`src/rtl/irrigation_controller_pkg.sv`:
```
// Shared definitions for the irrigation mode controller: state encodings, mode codes
// consumed by the 7-segment decoder, moisture levels and counter-width helper.
package irrigation_controller_pkg;

  typedef enum logic [2:0] {
    ST_IDLE      = 3'd0,
    ST_SPRINKLER = 3'd1,
    ST_DRIP      = 3'd2,
    ST_BLOCKED   = 3'd3,
    ST_COOLDOWN  = 3'd4
  } state_t;

  localparam logic [1:0] MODE_IDLE      = 2'b00;
  localparam logic [1:0] MODE_SPRINKLER = 2'b01;
  localparam logic [1:0] MODE_DRIP      = 2'b10;
  localparam logic [1:0] MODE_BLOCKED   = 2'b11;

  localparam logic [1:0] MOIST_VERY_DRY = 2'b00;
  localparam logic [1:0] MOIST_DRY      = 2'b01;
  localparam logic [1:0] MOIST_OK       = 2'b10;
  localparam logic [1:0] MOIST_WET      = 2'b11;

  // A one-value counter still needs a 1-bit register.
  function automatic int cnt_width(input int n);
    return (n < 2) ? 1 : $clog2(n);
  endfunction

  function automatic logic [1:0] mode_of(input state_t s);
    case (s)
      ST_SPRINKLER: return MODE_SPRINKLER;
      ST_DRIP:      return MODE_DRIP;
      ST_BLOCKED:   return MODE_BLOCKED;
      default:      return MODE_IDLE;
    endcase
  endfunction

endpackage

```
`src/rtl/irrigation_controller_if.sv`:
```
// Sensor inputs and mode/valve outputs of the irrigation controller.
interface irrigation_controller_if;
  logic       sys_en;
  logic [1:0] moisture;
  logic       temp_high;
  logic       tank_low;
  logic       bit0;
  logic       bit1;
  logic       sprinkler_valve;
  logic       drip_valve;
  logic       busy;

  modport master (
    output sys_en, moisture, temp_high, tank_low,
    input  bit0, bit1, sprinkler_valve, drip_valve, busy
  );

  modport slave (
    input  sys_en, moisture, temp_high, tank_low,
    output bit0, bit1, sprinkler_valve, drip_valve, busy
  );
endinterface

```
`src/rtl/irrigation_controller_sync_2ff.sv`:
```
// Two-flop synchronizer, parameterised width, asynchronous active-low reset.
module sync_2ff #(
  parameter int WIDTH = 1
) (
  input  logic             clk,
  input  logic             rst_n,
  input  logic [WIDTH-1:0] d,
  output logic [WIDTH-1:0] q
);
  logic [WIDTH-1:0] meta_reg;
  logic [WIDTH-1:0] sync_reg;

  always_ff @(posedge clk or negedge rst_n) begin
    if (!rst_n) begin
      meta_reg <= '0;
      sync_reg <= '0;
    end else begin
      meta_reg <= d;
      sync_reg <= meta_reg;
    end
  end

  assign q = sync_reg;
endmodule

```
`src/rtl/irrigation_controller.sv`:
```
// Irrigation mode controller: picks sprinkler/drip/blocked mode from synchronized sensors.
// Optional post-session COOLDOWN state is built when IRRIG_COOLDOWN_EN is defined.
module irrigation_controller
  import irrigation_controller_pkg::*;
#(
  parameter int WATER_CYCLES    = 16,
  parameter int LOCKOUT_CYCLES  = 8,
  parameter int COOLDOWN_CYCLES = 8
) (
  input  logic                     clk,
  input  logic                     rst_n,
  irrigation_controller_if.slave   io
);
  localparam int WW = cnt_width(WATER_CYCLES);
  localparam int LW = cnt_width(LOCKOUT_CYCLES);
  localparam logic [WW-1:0] WATER_LAST = WW'(WATER_CYCLES - 1);
  localparam logic [LW-1:0] LOCK_LAST  = LW'(LOCKOUT_CYCLES - 1);
`ifdef IRRIG_COOLDOWN_EN
  localparam int CW = cnt_width(COOLDOWN_CYCLES);
  localparam logic [CW-1:0] COOL_LAST  = CW'(COOLDOWN_CYCLES - 1);
  localparam state_t SESSION_END = ST_COOLDOWN;
`else
  localparam state_t SESSION_END = ST_IDLE;
`endif

  logic [3:0] sens_sync;
  logic [1:0] moist_s;
  logic       temp_s;
  logic       tank_s;

  sync_2ff #(.WIDTH(4)) u_sync (
    .clk   (clk),
    .rst_n (rst_n),
    .d     ({io.tank_low, io.temp_high, io.moisture}),
    .q     (sens_sync)
  );

  assign moist_s = sens_sync[1:0];
  assign temp_s  = sens_sync[2];
  assign tank_s  = sens_sync[3];

  state_t          state_reg, state_next;
  logic [WW-1:0]   water_reg, water_next;
  logic [LW-1:0]   lock_reg,  lock_next;
`ifdef IRRIG_COOLDOWN_EN
  logic [CW-1:0]   cool_reg,  cool_next;
`endif
  logic [1:0]      mode_reg;
  logic            spr_reg, drip_reg, busy_reg;

  always_comb begin
    state_next = state_reg;
    water_next = water_reg;
    lock_next  = lock_reg;
`ifdef IRRIG_COOLDOWN_EN
    cool_next  = cool_reg;
`endif
    // A low tank preempts everything except an already running lockout.
    if (tank_s && state_reg != ST_BLOCKED) begin
      state_next = ST_BLOCKED;
      lock_next  = '0;
    end else begin
      case (state_reg)
        ST_BLOCKED: begin
          if (lock_reg < LOCK_LAST)
            lock_next = lock_reg + 1'b1;
          else if (!tank_s)
            state_next = ST_IDLE;
        end
        ST_IDLE: begin
          water_next = '0;
          if (io.sys_en) begin
            if (moist_s == MOIST_VERY_DRY)
              state_next = temp_s ? ST_DRIP : ST_SPRINKLER;
            else if (moist_s == MOIST_DRY)
              state_next = ST_DRIP;
          end
        end
        ST_SPRINKLER, ST_DRIP: begin
          if (!io.sys_en || moist_s[1] || water_reg == WATER_LAST) begin
            state_next = SESSION_END;
`ifdef IRRIG_COOLDOWN_EN
            cool_next  = '0;
`endif
          end else begin
            water_next = water_reg + 1'b1;
          end
        end
`ifdef IRRIG_COOLDOWN_EN
        ST_COOLDOWN: begin
          if (cool_reg == COOL_LAST)
            state_next = ST_IDLE;
          else
            cool_next = cool_reg + 1'b1;
        end
`endif
        default: state_next = ST_IDLE;
      endcase
    end
  end

  // Outputs are registered from the next state so they line up with state_reg.
  always_ff @(posedge clk or negedge rst_n) begin
    if (!rst_n) begin
      state_reg <= ST_IDLE;
      water_reg <= '0;
      lock_reg  <= '0;
`ifdef IRRIG_COOLDOWN_EN
      cool_reg  <= '0;
`endif
      mode_reg  <= MODE_IDLE;
      spr_reg   <= 1'b0;
      drip_reg  <= 1'b0;
      busy_reg  <= 1'b0;
    end else begin
      state_reg <= state_next;
      water_reg <= water_next;
      lock_reg  <= lock_next;
`ifdef IRRIG_COOLDOWN_EN
      cool_reg  <= cool_next;
`endif
      mode_reg  <= mode_of(state_next);
      spr_reg   <= (state_next == ST_SPRINKLER);
      drip_reg  <= (state_next == ST_DRIP);
      busy_reg  <= (state_next == ST_SPRINKLER) || (state_next == ST_DRIP);
    end
  end

  assign io.bit0            = mode_reg[0];
  assign io.bit1            = mode_reg[1];
  assign io.sprinkler_valve = spr_reg;
  assign io.drip_valve      = drip_reg;
  assign io.busy            = busy_reg;
endmodule
```
`src/flat_wrapper.sv`:
```
// flat-port wrapper written by rule: the top's interface ports become plain ports
module irrigation_controller_flat import irrigation_controller_pkg::*;
#(
  parameter int WATER_CYCLES    = 16,
  parameter int LOCKOUT_CYCLES  = 8,
  parameter int COOLDOWN_CYCLES = 8
)
  (clk, rst_n, io_sys_en, io_moisture, io_temp_high, io_tank_low, io_bit0, io_bit1, io_sprinkler_valve, io_drip_valve, io_busy);
  irrigation_controller_if io_i ();
  input  logic clk;
  input  logic rst_n;
  input wire logic [$bits(io_i.sys_en)-1:0] io_sys_en;
  input wire logic [$bits(io_i.moisture)-1:0] io_moisture;
  input wire logic [$bits(io_i.temp_high)-1:0] io_temp_high;
  input wire logic [$bits(io_i.tank_low)-1:0] io_tank_low;
  output wire logic [$bits(io_i.bit0)-1:0] io_bit0;
  output wire logic [$bits(io_i.bit1)-1:0] io_bit1;
  output wire logic [$bits(io_i.sprinkler_valve)-1:0] io_sprinkler_valve;
  output wire logic [$bits(io_i.drip_valve)-1:0] io_drip_valve;
  output wire logic [$bits(io_i.busy)-1:0] io_busy;
  assign io_i.sys_en = io_sys_en;
  assign io_i.moisture = io_moisture;
  assign io_i.temp_high = io_temp_high;
  assign io_i.tank_low = io_tank_low;
  assign io_bit0 = io_i.bit0;
  assign io_bit1 = io_i.bit1;
  assign io_sprinkler_valve = io_i.sprinkler_valve;
  assign io_drip_valve = io_i.drip_valve;
  assign io_busy = io_i.busy;
  irrigation_controller #(.WATER_CYCLES(WATER_CYCLES), .LOCKOUT_CYCLES(LOCKOUT_CYCLES), .COOLDOWN_CYCLES(COOLDOWN_CYCLES)) u_core (.clk(clk), .rst_n(rst_n), .io(io_i));
endmodule
```
`config.mk`:
```
export PLATFORM = sky130hd
export DESIGN_NAME = irrigation_controller_flat
export DESIGN_NICKNAME = d
export VERILOG_FILES = /design/src/rtl/irrigation_controller_pkg.sv /design/src/rtl/irrigation_controller_if.sv /design/src/rtl/irrigation_controller_sync_2ff.sv /design/src/rtl/irrigation_controller.sv /design/src/flat_wrapper.sv
export SDC_FILE = /design/constraint.sdc
export NUM_CORES = 1
export LEC_CHECK = 0
export ABC_CLOCK_PERIOD_IN_PS = 3860
export CAP_MARGIN = 20
export CORE_MARGIN = 4
export CORE_UTILIZATION = 63
export DETAILED_ROUTE_END_ITERATION = 16
export DONT_BUFFER_PORTS = 1
export PLACE_DENSITY = 0.87
export SYNTH_ARGS = -nofsm -noshare
export SYNTH_HDL_FRONTEND = slang
export SYNTH_SLANG_ARGS = --single-unit
```
`constraint.sdc`:
```
create_clock -name clk -period 3.86 [get_ports clk]
set_clock_uncertainty 0.05 [all_clocks]
set_input_delay 0.579 -clock clk [delete_from_list [all_inputs] [get_ports clk]]
set_output_delay 0.579 -clock clk [all_outputs]
set_load 0.03 [all_outputs]
```
==> results by group, run 1 <==
CTS
  • Clk Latency, worst-skew pair: 310 ps
  • CTS tree: done
  • Post CTS Setup Buffer Count: 0
  • Root Buffer: clkbuf_4
  • Hold-fix buffers, CTS: 1
  • Clock buffer count from CTS: 3
  • Clk slew on worst S/H paths: 120 ps
  • Num Clock Sinks: 23
  • Post_cts resized: 0
  • Clk buf depth: 2
  • H-tree level count: 1

Timing
  • Max-slew violation count: 0
  • RSZ-0062 raised after global routing: false
  • Period utilization: 0.460
  • Finish-stage setup viols: 0
  • Final Hold Viols: 0
  • Worst Tran Pin Value: 950 ps
  • Fmax achieved: 0.563 GHz
  • Minimum clock period: 1780 ps
  • Worst relative slew slack: 0.365
  • Final TNS setup: 0 ps

Synthesis
  • Syn Std Cell Area: 977 um2
  • Synth area leaders: dfrtp_1 59%, a21oi_1 2.6%, ha_1 2.6%
  • Syn Inst Count: 83
  • Register area share after synthesis: 0.589
  • YS warnings: 0
  • Netlist cell types: 36
  • Synth top area share: 0.589
  • Post-Syn Area per Cell: 11.8 um2
  • #FFs+latches synth: 23
  • Syn nets: 92
  • Area leader, netlist: dfrtp_1

Power
  • Cell-internal power: 0.318 mW
  • P per Cell Area: 442 nW/um2
  • Switching share of total power: 0.280
  • Clock power share: 0.241
  • Psw: 0.124 mW
  • Flop pwr share: 0.648
  • Peak VDD IR: 0.337 mV
  • Lkg Pwr: 0.443 nW
  • Power share of the combinational group: 0.111
  • Overall power: 0.442 mW

Place
  • DP Wirelength: 1030 um
  • Placed cells: 94
  • Placed Area: 963 um2
  • # port buffers: 0
  • RD Place Congestion: 0.783

Floorplanning
  • Die span in y: 47.4 um
  • Die area: 2250 um2
  • I/O pin count: 12
  • Starting Density: 0.707
  • Site row count: 13
  • Die width: 47.4 um
  • Core area: 1380 um2

Global routing
  • Largest net degree at the start of global routing: 24
  • Number of global-route vias before repair: 600
  • First-pass GRT wire length: 2400 um
  • GR Overflow Total: 0
  • Total GRT Usage: 0.162
  • Antenna violations before repair: 0

Route
  • Met2 routed WL: 638 um
  • Final ANT Viol Nets: 0
  • Avg WL per Cell: 14.3 um
  • Via/cell ratio: 6.20
  • Via count: 614
  • Post-Route WL: 1420 um
  • Residual DRC: 0
  • Initial detailed-routing violation count: 9
  • Top Layer Used: met4
  • Met3 WL post-DR: 93 um
  • DRT met1 WL: 656 um
  • Router iterations before antenna repair: 4

Worst setup path
  • Worst EP arrival: 1970 ps
  • Worst Path Max Fanout: 10
  • Slowest-stage cell, CP: or4_4
  • Crit path kind: reg2reg
  • Startpoint class of the critical path: register
  • Worst path cell trace: and3b_1 -> nor2_2 -> or4_4 -> nor2_2
  • Most Frequent Cell on Critical Path: nor2_2
  • Largest stage delay on the critical path: 550 ps
  • Worst Setup End Kind: register
  • Worst Path Required: 4060 ps
  • R2R cell count: 4

Layout
  • Final layout net count: 94
  • Layout area overhead: 2.43%
  • Fin cells: 99
  • Share of cells above drive strength 1: 0.107
  • Fin area: 1000 um2
  • N_diodes: 0
  • Post-layout util: 0.724

Min path
  • HP Class: in2reg
  • WHS Path Cells: 0

Status
  • Status: finished, final reports clean

Run
  • Max-cap violations: 0
-- cells in the final DEF, fill, tap and decap left out, types with 2 or more instances in the layout --
| master | instances |
|---|---|
| a211oi_1 | 2 |
| a21oi_1 | 5 |
| a31oi_1 | 2 |
| clkbuf_4 | 3 |
| dfrtp_1 | 23 |
| ha_1 | 2 |
| inv_1 | 4 |
| nand2_1 | 3 |
| nand2b_1 | 2 |
| nand3_1 | 3 |
| nand4_1 | 2 |
| nor2_1 | 3 |
| nor2_2 | 2 |
| nor2b_1 | 2 |
| nor3b_1 | 2 |
| nor4_1 | 2 |
| or3_1 | 2 |
-- layout make-up --
class / count / area, um2
inverters: 4 / 15.0
fillers: 89 / 382
clock buffers: 3 / 22.5
flip-flops and latches: 23 / 576
clock inverters: 1 / 5.00
repair buffers: 1 / 10.0
multi-input cells: 52 / 354
well taps: 15 / 18.8
-- per-layer routing --
metal | vias to the layer above | global-route usage
li1 | 302 | -
met1 | 289 | 0.187
met2 | 20 | 0.259
met3 | 3 | 0.0536
met4 | 0 | 0.0994
met5 | - | 0
-- logic make-up after synthesis --
logic type	Yosys count	share of synthesized area
compound gates	17	0.128
xor+xnor	2	0.0179
fa+ha+maj	2	0.0256
buf+inv	8	0.0486
flops	23	0.589
mux	1	0.0102
other cells	1	0.00384
simple gates	29	0.177
-- cell usage after synthesis --
cell type and n:
dfrtp_1 23, a21oi_1 5, inv_1 4, nand2_1 3, nand3_1 3, nor2_1 3, a211oi_1 2, a31oi_1 2
buf_2 2, buf_6 2, ha_1 2, nand2b_1 2, nand4_1 2, nor2_2 2, nor2b_1 2, nor3b_1 2
nor4_1 2, or3_1 2, a211oi_2 1, a21boi_0 1, a221oi_2 1, a311oi_1 1, and2_1 1, and3_1 1
and3b_1 1, conb_1 1, mux2i_1 1, nor3_1 1, o21a_1 1, o21ai_0 1, o22ai_1 1, o311a_1 1
or4_1 1, or4_4 1, xnor2_1 1, xor2_1 1
-- through the flow --
step	hold WS [ps]	worst slack [ps]
floorplan	233	2260
global placement	234	2160
detailed placement	234	2120
CTS	213	2070
global route	200	2000
finish	228	2080
-- power groups by stage --
| stage | combinational (mW) | sequential, mW | clock, mW |
|---|---|---|---|
| floorplan | 0.0477 | 0.282 | 0 |
| global placement | 0.0425 | 0.290 | 0 |
| detailed placement | 0.0433 | 0.291 | 0 |
| CTS | 0.0488 | 0.286 | 0.112 |
| global route | 0.0557 | 0.289 | 0.123 |
| finish | 0.0489 | 0.286 | 0.107 |
-- path summary, 6_finish.rpt --
path,from,end,slack (ps)
worst max-delay path,u_core.state_reg[2],u_core.io.sprinkler_valve,2080
worst min register to register,u_core.u_sync.meta_reg[3],u_core.u_sync.q[3],310
max in group asynchronous,rst_n,u_core.lock_reg[0],2380
min in group asynchronous,rst_n,u_core.state_reg[0],800
worst min-delay path,io_moisture[0],u_core.u_sync.meta_reg[0],230
worst max register to register,u_core.state_reg[2],u_core.io.sprinkler_valve,2080
-- critical path: cells and delay by family, from the launching register on --
family,cells,cell delay [ps]
simple gates,4,1190
flops,1,480
Note: power is estimated with default switching activity, not from simulation.
==> run 2, diff against run 1 <==
ABC_CLOCK_PERIOD_IN_PS = 1600   (was 3860)
CORE_UTILIZATION = 53   (was 63)
PLACE_DENSITY = 0.79   (was 0.87)
clock period = 1.6 ns   (was 3.86 ns; I/O delays follow)
==> run 2 against run 1 <==
Compared with the run above: sequential cell count unchanged; fmax up 15%; global-route usage down 0.30 points; critical path type unchanged; highest routed layer unchanged.
==> results by group, run 2 (synthesis results as in run 1) <==
Power
  • Peak VDD IR: 0.691 mV (+100%)
  • P per Cell Area: 964 nW/um2 (+120%)
  • Lkg Pwr: 0.505 nW (+14%)
  • Overall power: 1.15 mW (+160%)

Place
  • RD Place Congestion: 0.731 (-6.6%)
  • DP Wirelength: 1130 um (+9.3%)
  • Placed cells: 110 (+17%)
  • Setup WS pre-CTS: 0.846 ps (-2120 ps)
  • # port buffers: 0 (unchanged)

Global routing
  • First-pass GRT wire length: 3010 um (+25%)
  • Largest net degree at the start of global routing: 24 (unchanged)
  • Number of global-route vias before repair: 649 (+8.2%)
  • GR Overflow Total: 0 (unchanged)
  • Total GRT Usage: 0.159 (-0.00304)
  • Antenna violations before repair: 0 (unchanged)

Worst setup path
  • Worst EP arrival: 1760 ps (-210 ps)
  • RR Endpoint: u_core.io.sprinkler_valve
  • Worst Path Max Fanout: 4 (-6)
  • Worst path cell trace: ha_2 -> nand3_4 -> and3_4 -> or4_4 -> nor2_2
  • Slowest-stage cell, CP: or4_4
  • Worst Setup End Kind: register
  • Reg2reg start: u_core.water_reg[1]
  • R2R cell count: 5 (+1)
  • Largest stage delay on the critical path: 480 ps (-70 ps)
  • Worst Path Required: 1810 ps (-2250 ps)
  • FF-to-FF setup slack: 50 ps (-2030 ps)
  • Crit path kind: reg2reg
  • Startpoint class of the critical path: register

Timing
  • Worst relative slew slack: 0.346 (-0.0187)
  • PnR worst setup slack: 50.3 ps (-2030 ps)
  • Max-slew violation count: 0 (unchanged)
  • Worst Tran Pin Value: 978 ps (+28.0 ps)
  • Period utilization: 0.969 (+0.508)
  • Final Hold Viols: 0 (unchanged)
  • Fmax achieved: 0.645 GHz (+15%)
  • Minimum clock period: 1550 ps (-226 ps)
  • Finish-stage setup viols: 0 (unchanged)

Layout
  • Commonest non-fill, non-tap cell in the layout: dfrtp_1
  • Final layout net count: 106 (+13%)
  • Share of cells above drive strength 1: 0.260 (+0.153)
  • Layout area overhead: 22.3%
  • # fillers: 115 (+29%)
  • Fin cells: 121 (+22%)
  • Most frequent cells in the layout: 22 x dfrtp_1, 6 x buf_4, 5 x a21oi_1, 5 x dlygate4sd3_1, 4 x inv_1
  • N_diodes: 0 (unchanged)

Min path
  • Hold endpoint: u_core.u_sync.q[3]
  • WHS Path Cells: 0 (unchanged)
  • Hold Path Origin: u_core.u_sync.meta_reg[3]
  • HP Class: reg2reg

Run
  • Max-cap violations: 0 (unchanged)

Floorplanning
  • Starting Density: 0.560 (-0.147)
  • Core area: 1750 um2 (+26%)
  • Die width: 50.9 um (+7.5%)
  • I/O pin count: 12 (unchanged)
  • Site row count: 15 (+2)
  • Die span in y: 50.9 um (+7.5%)
  • Die area: 2590 um2 (+16%)

Route
  • Initial detailed-routing violation count: 21 (+12)
  • Residual DRC: 0 (unchanged)
  • Avg WL per Cell: 14.8 um (+3.5%)
  • Final ANT Viol Nets: 0 (unchanged)
  • Router iterations before antenna repair: 4 (unchanged)
  • Via count: 681 (+11%)
  • Via/cell ratio: 5.63 (-9.3%)
  • Post-Route WL: 1790 um (+26%)

CTS
  • Num Clock Sinks: 23 (unchanged)
  • Clk slew on worst S/H paths: 120 ps (about the same)
  • Root Buffer: clkbuf_4
  • Clk Latency, worst-skew pair: 310 ps (about the same)
  • Clock buffer count from CTS: 3 (unchanged)
  • H-tree level count: 1 (unchanged)
  • Clk buf depth: 2 (unchanged)
  • CTS tree: done

Status
  • Status: finished, final reports clean
-- run 2: worst max-delay path by stage --
stage	startpoint	to	slack, ps	depth (start not counted)
floorplan	u_core.state_reg[2]	u_core.io.sprinkler_valve	2	6
global placement	u_core.water_reg[0]	u_core.state_reg[0]	50	6
detailed placement	u_core.water_reg[0]	u_core.io.sprinkler_valve	0.8	5
CTS	u_core.water_reg[1]	u_core.io.sprinkler_valve	9	5
global route	u_core.water_reg[1]	u_core.io.sprinkler_valve	-10	5
finish	u_core.water_reg[1]	u_core.io.sprinkler_valve	50	5
-- run 2: stage by stage --
stage          setup TNS [ps]  instance area [um2]  utilization  hold WS [ps]
6_report                    0                 1190        0.685           310
5_1_grt                 -22.4                 1190        0.685           329
4_1_cts                     0                 1110        0.637           281
3_5_place_dp                0                 1020        0.585          -105
3_3_place_gp                0                 1020        0.585          -105
2_1_floorplan               0                  977            -          -106
-- run 2: worst max-delay path, delay by kind of cell (launching register included) --
family,cells,cell delay [ps]
adders and majority gates,1,220
DFF,1,400
and+or+nand+nor,4,820
-- run 2: area by class of cell --
type | count | area (um2) | area share
clock buffer | 4 | 26.3 | 0.0220
sequential | 23 | 577 | 0.483
inverter | 4 | 15.0 | 0.0126
timing repair buffer | 13 | 118 | 0.0984
tap | 25 | 31.3 | 0.0262
multi-input combinational | 52 | 428 | 0.358
-- run 2: what timing repair did --
action,4_1_cts,5_1_grt
hold buffers,5,0
pin swaps,0,5
gates resized for setup,1,14
buffers inserted,1,1
endpoints found under the hold margin,27,0
endpoints found under the setup margin,3,10
-- run 2: power by group --
group	switching (mW)	internal (mW)	total (mW)
clock network	0.169	0.0976	0.266
registers	0.0627	0.624	0.687
logic	0.104	0.0953	0.199
-- run 2: per-layer routing --
layer | part of all wire | track usage | routed length [um] | vias up
met2 | 0.46 | 0.234 | 817 | 29
li1 | - | - | - | 321
met4 | 0.047 | 0.117 | 84 | 0
met3 | 0.057 | 0.0466 | 102 | 9
met1 | 0.44 | 0.197 | 787 | 322
met5 | 0 | 0 | 0 | -
==> run 3, diff against run 2 <==
--- a/config.mk
+++ b/config.mk
@@ -9,8 +9,8 @@
 export CAP_MARGIN = 20
 export CORE_MARGIN = 4
-export CORE_UTILIZATION = 53
+export CORE_UTILIZATION = 45
 export DETAILED_ROUTE_END_ITERATION = 16
 export DONT_BUFFER_PORTS = 1
-export PLACE_DENSITY = 0.79
+export PLACE_DENSITY = 0.7
 export SYNTH_ARGS = -nofsm -noshare
 export SYNTH_HDL_FRONTEND = slang
==> constraint.sdc (replaced) <==
create_clock -name clk -period 1.6 [get_ports clk]
set_clock_uncertainty 0.05 [all_clocks]
set_input_delay 0.16 -clock clk [delete_from_list [all_inputs] [get_ports clk]]
set_output_delay 0.16 -clock clk [all_outputs]
set_load 0.03 [all_outputs]
==> run 3 against run 2 <==
Compared with the run above: cell count is 4.1% higher; die area up 15%; global-route usage down 1.4 points; clock power barely moved; sequential share of layout area is 0.10 points higher; hold slack worse by 120 ps; fmax down 1.4%; combinational power decreased by 8%; design area unchanged; via count is 2.3% lower; critical path type unchanged; largest power group unchanged; highest routed layer unchanged.
==> results by group, run 3 (synthesis results as in run 1) <==
Status
  • Status: finished, final reports clean

Global routing
  • Antenna violations before repair: 0 (unchanged)
  • Largest net degree at the start of global routing: 24 (unchanged)
  • Number of global-route vias before repair: 687 (+5.9%)
  • Met1 Usage GRT: 0.177 (-0.0207)
  • Met3 GRT Util: 0.0490 (+0.00240)
  • Top Usage Layer GRT: met2
  • Met2 global-route usage: 0.224 (-0.00950)
  • GR Overflow Total: 0 (unchanged)
  • First-pass GRT wire length: 2950 um (-1.8%)
  • Total GRT Usage: 0.145 (-0.0145)

Place
  • RD Place Congestion: 0.783 (+7.1%)
  • # port buffers: 0 (unchanged)
  • Placed Area: 1040 um2 (+1.7%)
  • DP Wirelength: 1120 um (-0.84%)

Worst setup path
  • Crit path kind: reg2reg
  • Startpoint class of the critical path: register
  • Reg2reg start: u_core.state_reg[1]
  • Worst EP arrival: 1780 ps (+20 ps)
  • R2R cell count: 5 (unchanged)
  • Worst Setup End Kind: register
  • Worst Path Max Fanout: 6 (+2)
  • CP startpoint: u_core.state_reg[1]
  • Worst Path Required: 1810 ps (about the same)

CTS
  • Clk slew on worst S/H paths: 120 ps (about the same)
  • CTS tree: done
  • H-tree level count: 1 (unchanged)
  • Root Buffer: clkbuf_4
  • Num Clock Sinks: 23 (unchanged)
  • Clock buffer count from CTS: 3 (unchanged)
  • Clk buf depth: 2 (unchanged)
  • Clk Latency, worst-skew pair: 310 ps (about the same)

Route
  • Avg WL per Cell: 12.8 um (-14%)
  • Via count: 665 (-2.3%)
  • Initial detailed-routing violation count: 6 (-71%)
  • Final ANT Viol Nets: 0 (unchanged)
  • Post-Route WL: 1610 um (-10%)
  • Router iterations before antenna repair: 4 (unchanged)
  • Via/cell ratio: 5.28 (-6.2%)
  • Residual DRC: 0 (unchanged)

Timing
  • Max-slew violation count: 0 (unchanged)
  • Worst Tran Pin Value: 522 ps (-456 ps)
  • Fmax achieved: 0.636 GHz (-1.4%)
  • Minimum clock period: 1570 ps (+22.5 ps)
  • Worst relative slew slack: 0.651 (+0.305)
  • Period utilization: 0.983 (+0.0141)
  • Finish-stage setup viols: 0 (unchanged)
  • Final Hold Viols: 0 (unchanged)
  • RSZ-0062 raised after global routing: true

Power
  • Peak VDD IR: 0.757 mV (+9.6%)
  • Lkg Pwr: 0.515 nW (+2.0%)
  • P per Cell Area: 948 nW/um2 (-1.7%)

Layout
  • Register area: 578 um2 (+0.22%)
  • Multi-input logic area: 400 um2 (-6.4%)
  • Fin area: 1190 um2 (unchanged)
  • Layout area overhead: 22.3% (unchanged)
  • Most frequent cells in the layout: 21 x dfrtp_1, 10 x buf_4, 5 x dlygate4sd3_1
  • # fillers: 168 (+46%)
  • Final layout net count: 109 (+2.8%)
  • Share of cells above drive strength 1: 0.303 (+0.0426)
  • N_diodes: 0 (unchanged)
  • Post-layout util: 0.591 (-0.0936)
  • Commonest non-fill, non-tap cell in the layout: dfrtp_1

Floorplanning
  • Starting Density: 0.483 (-0.0766)
  • Die area: 2980 um2 (+15%)
  • Die width: 54.6 um (+7.2%)
  • Site row count: 16 (+1)
  • I/O pin count: 12 (unchanged)
  • Die span in y: 54.6 um (+7.2%)
  • Core area: 2020 um2 (+16%)

Run
  • Max-cap violations: 0 (unchanged)

Min path
  • HP Class: in2async
## run 3: path summary, 6_finish.rpt
path / to / slack (ps)
worst max-delay path: u_core.water_reg[3] / 30
worst min-delay path: u_core.lock_reg[0] / 190
worst max register to register: u_core.water_reg[3] / 30
worst min register to register: u_core.u_sync.q[0] / 320
max in group asynchronous: u_core.u_sync.meta_reg[3] / 850
min in group clk: u_core.io.busy / 230
## run 3: layer usage
metal / share of wire / vias up
met2: 0.46 / 17
met1: 0.45 / 314
met5: 0 / -
met3: 0.055 / 5
li1: - / 329
met4: 0.026 / 0
## run 3: worst max-delay path, cell delays in order (launching register included)
cell      delay [ps]
dfrtp_2          470
buf_4            160
xnor2_1          240
a211oi_2          90
or3_1            370
a21oi_2          140
## run 3: repair_timing
action | 4_1_cts | 5_1_grt
buffers inserted | 1 | 1
cloned | 0 | 0
setup endpoints to repair | 1 | 8
hold buffers | 5 | 0
hold endpoints to repair | 27 | 0
pin swaps | 0 | 2
resized for setup | 0 | 11
## run 3: through the flow
stage | hold slack, ps | setup slack, ps | instances | total power, mW | setup TNS, ps
6_report | 193 | 27.8 | 126 | 1.13 | 0
5_1_grt | 219 | -66.6 | 126 | 1.21 | -68.1
4_1_cts | 203 | 7.42 | 124 | 1.12 | 0
3_5_place_dp | -185 | 19.6 | 114 | 0.835 | 0
3_3_place_gp | -185 | 74.4 | 114 | 0.829 | 0
2_1_floorplan | -186 | 2.04 | 83 | 0.795 | 0
## run 3: cell type report
class	count	area share
flip-flops and latches	23	0.484
multi-input cells	52	0.335
clock inverters	1	0.00419
well taps	27	0.0283
clock buffers	3	0.0188
repair buffers	16	0.117
inverters	4	0.0126
## run 3: where the power goes
group | switching, mW | internal, mW
Clock | 0.170 | 0.0937
Combinational | 0.0884 | 0.0943
Sequential | 0.0614 | 0.625
Total | 0.319 | 0.813
